[config.mk]
export PLATFORM = sky130hd
export DESIGN_NAME = joy_db15_scan_ctrl
export DESIGN_NICKNAME = d
export VERILOG_FILES = /design/src/rtl/joy_db15_scan_ctrl.sv
export SDC_FILE = /design/constraint.sdc
export NUM_CORES = 1
export LEC_CHECK = 0
export ABC_AREA = 1
export CAP_MARGIN = 5
export CORE_MARGIN = 2
export CORE_UTILIZATION = 40
export DETAILED_ROUTE_END_ITERATION = 6
export PLACE_DENSITY = 0.58
export SETUP_SLACK_MARGIN = 0.15
export SYNTH_ARGS = -nofsm -noshare
export SYNTH_HDL_FRONTEND = slang
export SYNTH_SLANG_ARGS = --single-unit
[constraint.sdc]
create_clock -name clk -period 1.7 [get_ports clk]
set_input_delay 0.34 -clock clk [delete_from_list [all_inputs] [get_ports clk]]
set_output_delay 0.34 -clock clk [all_outputs]
set_load 0.01 [all_outputs]
[src/rtl/joy_db15_scan_ctrl.sv]
// rtl/joy_db15_scan_ctrl.sv - DB15 splitter serial-chain scanner with two-scan glitch filter
module joy_db15_scan_ctrl #(
  parameter int CLK_DIV  = 4,
  parameter int NBITS    = 24,
  parameter int SCAN_GAP = 4096,
  parameter bit FILTER   = 1'b1
) (
  input  logic             clk,
  input  logic             rst_n,
  input  logic             enable,
  output logic             joy_clk,
  output logic             joy_load,
  input  logic             joy_data,
  output logic [NBITS-1:0] frame,
  output logic             frame_valid,
  input  logic             frame_ack,
  output logic             scan_busy,
  output logic [7:0]       glitch_cnt
);

  localparam int CW = $clog2(SCAN_GAP + 2*CLK_DIV + 1);
  localparam int BW = $clog2(NBITS + 1);
  localparam logic [CW-1:0] HALF_END = CW'(CLK_DIV - 1);
  localparam logic [CW-1:0] BIT_END  = CW'(2*CLK_DIV - 1);
  localparam logic [CW-1:0] GAP_END  = CW'(SCAN_GAP - 1);
  localparam logic [BW-1:0] LAST_BIT = BW'(NBITS - 1);

  typedef enum logic [2:0] {IDLE, LOAD, SHIFT, CHECK, GAP} state_t;

  state_t           state;
  logic [CW-1:0]    cnt;
  logic [BW-1:0]    bit_idx;
  logic [NBITS-1:0] shreg;
  logic [NBITS-1:0] prev;
  logic [1:0]       sync;
  logic             match;

  assign match = (FILTER == 1'b0) || (shreg == prev);

  always_ff @(posedge clk or negedge rst_n) begin
    if (!rst_n) begin
      state       <= IDLE;
      cnt         <= '0;
      bit_idx     <= '0;
      shreg       <= '1;
      prev        <= '1;
      sync        <= 2'b11;
      joy_clk     <= 1'b0;
      joy_load    <= 1'b1;
      frame       <= '0;
      frame_valid <= 1'b0;
      scan_busy   <= 1'b0;
      glitch_cnt  <= '0;
    end else begin
      sync <= {sync[0], joy_data};
      // A publish in CHECK below overrides this clear, so a coincident ack keeps valid high.
      if (frame_valid && frame_ack)
        frame_valid <= 1'b0;

      case (state)
        IDLE: begin
          if (enable) begin
            state     <= LOAD;
            joy_load  <= 1'b0;
            scan_busy <= 1'b1;
            cnt       <= '0;
          end
        end
        LOAD: begin
          if (cnt == BIT_END) begin
            joy_load <= 1'b1;
            state    <= SHIFT;
            cnt      <= '0;
            bit_idx  <= '0;
          end else begin
            cnt <= cnt + 1'b1;
          end
        end
        SHIFT: begin
          if (cnt == HALF_END) begin
            joy_clk                  <= 1'b1;
            shreg[LAST_BIT - bit_idx] <= sync[1];
          end
          if (cnt == BIT_END) begin
            joy_clk <= 1'b0;
            cnt     <= '0;
            if (bit_idx == LAST_BIT)
              state <= CHECK;
            else
              bit_idx <= bit_idx + 1'b1;
          end else begin
            cnt <= cnt + 1'b1;
          end
        end
        CHECK: begin
          prev <= shreg;
          if (match) begin
            frame       <= ~shreg;
            frame_valid <= 1'b1;
          end else if (glitch_cnt != 8'hFF) begin
            glitch_cnt <= glitch_cnt + 1'b1;
          end
          state     <= GAP;
          scan_busy <= 1'b0;
          cnt       <= '0;
        end
        GAP: begin
          if (cnt == GAP_END) begin
            cnt <= '0;
            if (enable) begin
              state     <= LOAD;
              joy_load  <= 1'b0;
              scan_busy <= 1'b1;
            end else begin
              state <= IDLE;
            end
          end else begin
            cnt <= cnt + 1'b1;
          end
        end
        default: state <= IDLE;
      endcase
    end
  end

endmodule

### Word-level counts from Yosys, hierarchy flattened

Index checks and enable logic that the tools add are counted.

* bits in registers: 107
* bits of input ports: 5
* output and inout bits: 36
* logic and storage cells: 84

* add/subtract/negate cells: 4
* magnitude comparators: 2
* equality and inequality tests: 16
* mux-type cells: 30
* bitwise logic cells: 2
* reduce and logical (&&, ||, !) cells: 18

Operators by type and width (number)
* 13-bit case mux with 4 select lines: 1
* 13-bit two-way mux: 3
* 24-bit bitwise mux: 1
* 24-bit == test: 1
* 24-bit NOT: 1
* 3-bit two-way mux: 5
* 5-bit two-way mux: 3
* 3-bit case mux with 5 select lines: 1
* 13-bit by 1-bit adder with 13-bit output (second input constant): 1
* 13-bit by 12-bit == test with 1-bit output (second input constant): 1
* 13-bit by 2-bit == test with 1-bit output (second input constant): 1
* 13-bit by 3-bit == test with 1-bit output (second input constant): 1
* 1-bit two-way mux: 12
* 2-bit inequality test (second input constant): 6
* 5-bit case mux with 2 select lines: 1
* 2-bit AND reduction: 5
* 8-bit by 1-bit adder with 8-bit output (second input constant): 1
* 8-bit inequality test (second input constant): 1
* 3-bit by 2-bit == test with 1-bit output (second input constant): 2
* 5-bit by 6-bit less-than comparator with 1-bit output (second input constant): 1
* 1-bit case mux with 3 select lines: 2
* 3-bit AND reduction: 2
* 3-bit nonzero test: 2
* 5-bit by 1-bit adder with 5-bit output (second input constant): 1
* other kinds (14): 16

### Depth between registers and ports, before layout

* depth in word-level cells: 6
* gate-level depth with buffers: 12
* gate-level depth less buffers: 11

### Worst setup path before layout

Ideal clock, no wire load.

* path kind: flip-flop to flip-flop
* start: register shreg[23]
* end: register frame[10]
* setup time: 117 ps
* arrival time: 1441 ps
* required time: 1583 ps
* slack: 142 ps
* cell stages (with the launch flop): 13
* path buffers: 1
* period minus slack after synthesis: 1558 ps
* cells stage by stage: dfstp_2 -> inv_2 -> nand2_1 -> nand2_1 -> clkinv_1 -> nand2_1 -> nor2_1 -> nand2_1 -> nor2_4 -> nand3_4 -> buf_6 -> nand2_1 -> nand2_1

* longest elaborated chain between the ends: 2

Ends and longest elaborated chain
* from (decl): line 33 `logic [NBITS-1:0] shreg;`
* from (signal, indexed assignment): line 82 `shreg[LAST_BIT - bit_idx] <= sync[1];`
* 24-bit == test: line 38 `assign match = (FILTER == 1'b0) || (shreg == prev);`
* 2-bit AND reduction (no line)
* to (signal assigned): line 98 `frame <= ~shreg;`
* to (decl): line 14 `output logic [NBITS-1:0] frame,`

Every way passes these cells.
A chain may end at the register's enable or synchronous reset.

### Worst setup path in the final report

* start: register shreg[5]
* end: register frame[21]

Same word-level chain as after synthesis.

==> results.yml <==
yosys:
  synthCells: 700
  yosys_warnings: 0
  yosys.area.top_type_share_pct: 25.36
  synth_seq_area_share_pct: 49.62
  ys_top_cells_by_area: "dfrtp_1, dfstp_2, nand2_1"
  ys_ff_latch: 107
  avgSynthCellArea_um2: 7.893
  synth_cell_types: 30
  netlist.top_cell.by_area: "dfrtp_1"
  synth_area_um2: 5525
  synth_nets: 711
floorplan:
  dieHeight_um: 121.5
  core.rowCount: 42
  fp.dieArea_um2: 14770
  io_pins: 41
  initial_utilization_pct: 41.39
  die_w_um: 121.5
  core_um2: 13350
cts:
  cts_buffer_depth: 2
  clock_sinks: 107
  root_buffer: "clkbuf_16"
  clk_pin_slew_worst_paths_ns: 0.07
  worst_skew_pair.late_latency_ns: 0.35
  h-tree-depth: 3
  cts_buffers: 9
  cts_tree: "yes"
timing:
  setup_viol_count_final: 6
  min_period_over_period_pct: 101.2
  fmax_ghz: 0.5815
  skew_ns: 0.008951
  slew_viol_final: 0
  setup_ws_ns: -0.01957
  tns_ns: -0.06588
  min_period_ns: 1.720
  hold_viol: 0
  grt_setup_unrepaired: "yes"
  worstMarginPinSlew_ns: 0.8562
  slew_headroom_pct: 42.86
critical_path:
  required_ns: 1.94
  critical_path_class: "reg2reg"
  end_kind: "register"
  cp-start-kind: "register"
  path_max_fanout: 7
  crit_top_cell: "nand2_1"
  critPathMaxStageDelay_ns: 0.56
  cp_cell_sequence: "inv_2 -> nand2_1 -> nand2_1 -> clkinv_1 -> nand2_1 -> nor2_1 -> nand2_1 -> nor2_4 -> buf_12 -> nand3_4 -> nand2_2 -> nand2_1"
  crit_slowest_cell: "dfstp_2"
  arrival_ns: 1.96
routing:
  dr.pass1.iters: 5
  first_iter_violations: 400
  wl_per_cell_um: 13.71
  post-route-drc-count: 0
  ant_nets: 0
  finalWirelength_mm: 14.01
  via_count: 5017
  vias_per_cell: 4.909
global_route:
  overflow: 0
  grt_max_degree: 47
  grt_pass1_vias: 4728
  track_usage_pct: 19.66
  antenna_found_initial: 0
  grt_pass1_wl_mm: 22.77
placement:
  hpwl_mm: 8.524
  gp_congestion: 0.8250
  port_buffers: 40
  dp.cells: 930
  postPlaceCellArea_um2: 6334
power_and_ir_drop:
  ir_worst_vdd_mv: 0.3794
  leakagePower_nw: 3.395
  total_power_mw: 4.568
  powerDensity_nw_per_um2: 576.0
finish:
  final_cell_mix: "nand2_1, buf_4, inv_1"
  final_cell_count_no_fill: 1022
  area_growth_pct: 43.55
  nets: 852
  seq_area_um2: 2745
  drive_gt1_share_pct: 38.42
  multi_input_area_um2: 2962
  layout_commonest_cell: "nand2_1"
  nFillCells: 1200
  final_area_um2: 7931
  diodes: 0
run_status:
  status: "finished with violations"
  violations: "setup timing"
job:
  cap_viol_max_count: 0
hold_path:
  hold_class: "reg2reg"
-- routing by layer --
layer | wire (um) | vias to the layer above | global-route usage [%] | part of all wire (%)
li1 | - | 2511 | - | -
met1 | 6406 | 2396 | 26.63 | 46
met2 | 6916 | 97 | 32.48 | 49
met3 | 457 | 13 | 2.388 | 3.3
met4 | 233 | 0 | 7.328 | 1.7
met5 | 0 | - | 0 | 0
-- cell families (layout without fill, tap and decap cells) --
family                     Yosys count  in the layout  share of synthesized area (%)
AOI/OAI and AO/OA                   65             65                          6.227
xor gates and xnor gates            25             25                          3.963
and+or+nand+nor                    394            398                          30.89
DFF                                107            107                          49.62
adders and majority gates            6              6                          1.359
buffers and inverters              103            245                          7.948
-- per-stage QoR --
stage,setup WS [ns],util (%),hold slack [ns]
floorplan,0.1418,-,0.04441
global placement,-0.1113,47.45,0.2800
detailed placement,-0.1170,47.45,0.2832
CTS,-0.02215,55.51,0.3585
global route,-0.1646,59.42,0.3620
finish,-0.01957,59.42,0.3584
-- worst max-delay path: cells and delay by family (launching register included) --
family	cells	cell delay, ns
buffers and inverters	3	0.24
flip-flops	1	0.56
AND/OR/NAND/NOR	9	0.82
-- where the power goes --
group | internal, mW | switching [mW]
clock | 0.987 | 0.940
combinational | 0.0207 | 0.0650
sequential | 2.55 | 0.000563
total | 3.56 | 1.01
-- cell type report --
type / instances / share of cell area, %
Multi-Input combinational cell: 494 / 37.34
Sequential cell: 107 / 34.61
Timing Repair Buffer: 146 / 18.08
Inverter: 83 / 3.960
Clock buffer: 12 / 2.982
Tap cell: 176 / 2.776
Clock inverter: 4 / 0.2524
-- Yosys cell counts (all sizes together) --
cell type    n
nand2      253
inv         80
o21ai       59
dfrtp       56
nor2        55
dfstp       51
nand3       51
nand4       25
xor2        17
buf         16
nor3        10
xnor2        8
ha           6
clkbuf       4
a21oi        3
clkinv       3
a31oi        2
o22ai        1
-- state kept, by name, summed over array words and instances, names as in the netlist --
| signal | flops |
|---|---|
| joy_clk | 1 |
| frame_valid | 1 |
| state | 3 |
| scan_busy | 1 |
| shreg | 24 |
| bit_idx | 5 |
| sync | 2 |
| prev | 24 |
| frame | 24 |
| joy_load | 1 |
| cnt | 13 |
| glitch_cnt | 8 |
-- worst paths after layout --
kind                       depth (start not counted)  slack [ns]         to     start
max                                               12       -0.02  frame[21]  shreg[5]
max in group asynchronous                          3        0.63   shreg[3]     rst_n
min                                                0        0.36    sync[1]   sync[0]
min reg2reg                                        0        0.36    sync[1]   sync[0]
max reg2reg                                       12       -0.02  frame[21]  shreg[5]
min in group asynchronous                          2        0.45  frame[16]     rst_n
-- timing repair --
action / CTS / global route
cloned: 7 / 1
buffers inserted: 47 / 20
hold buffers: 1 / 0
hold endpoints to repair: 25 / 0
gates resized for setup: 140 / 104
setup endpoints to repair: 110 / 83
pin swaps: 41 / 45
(Power assumes the default switching activity.)
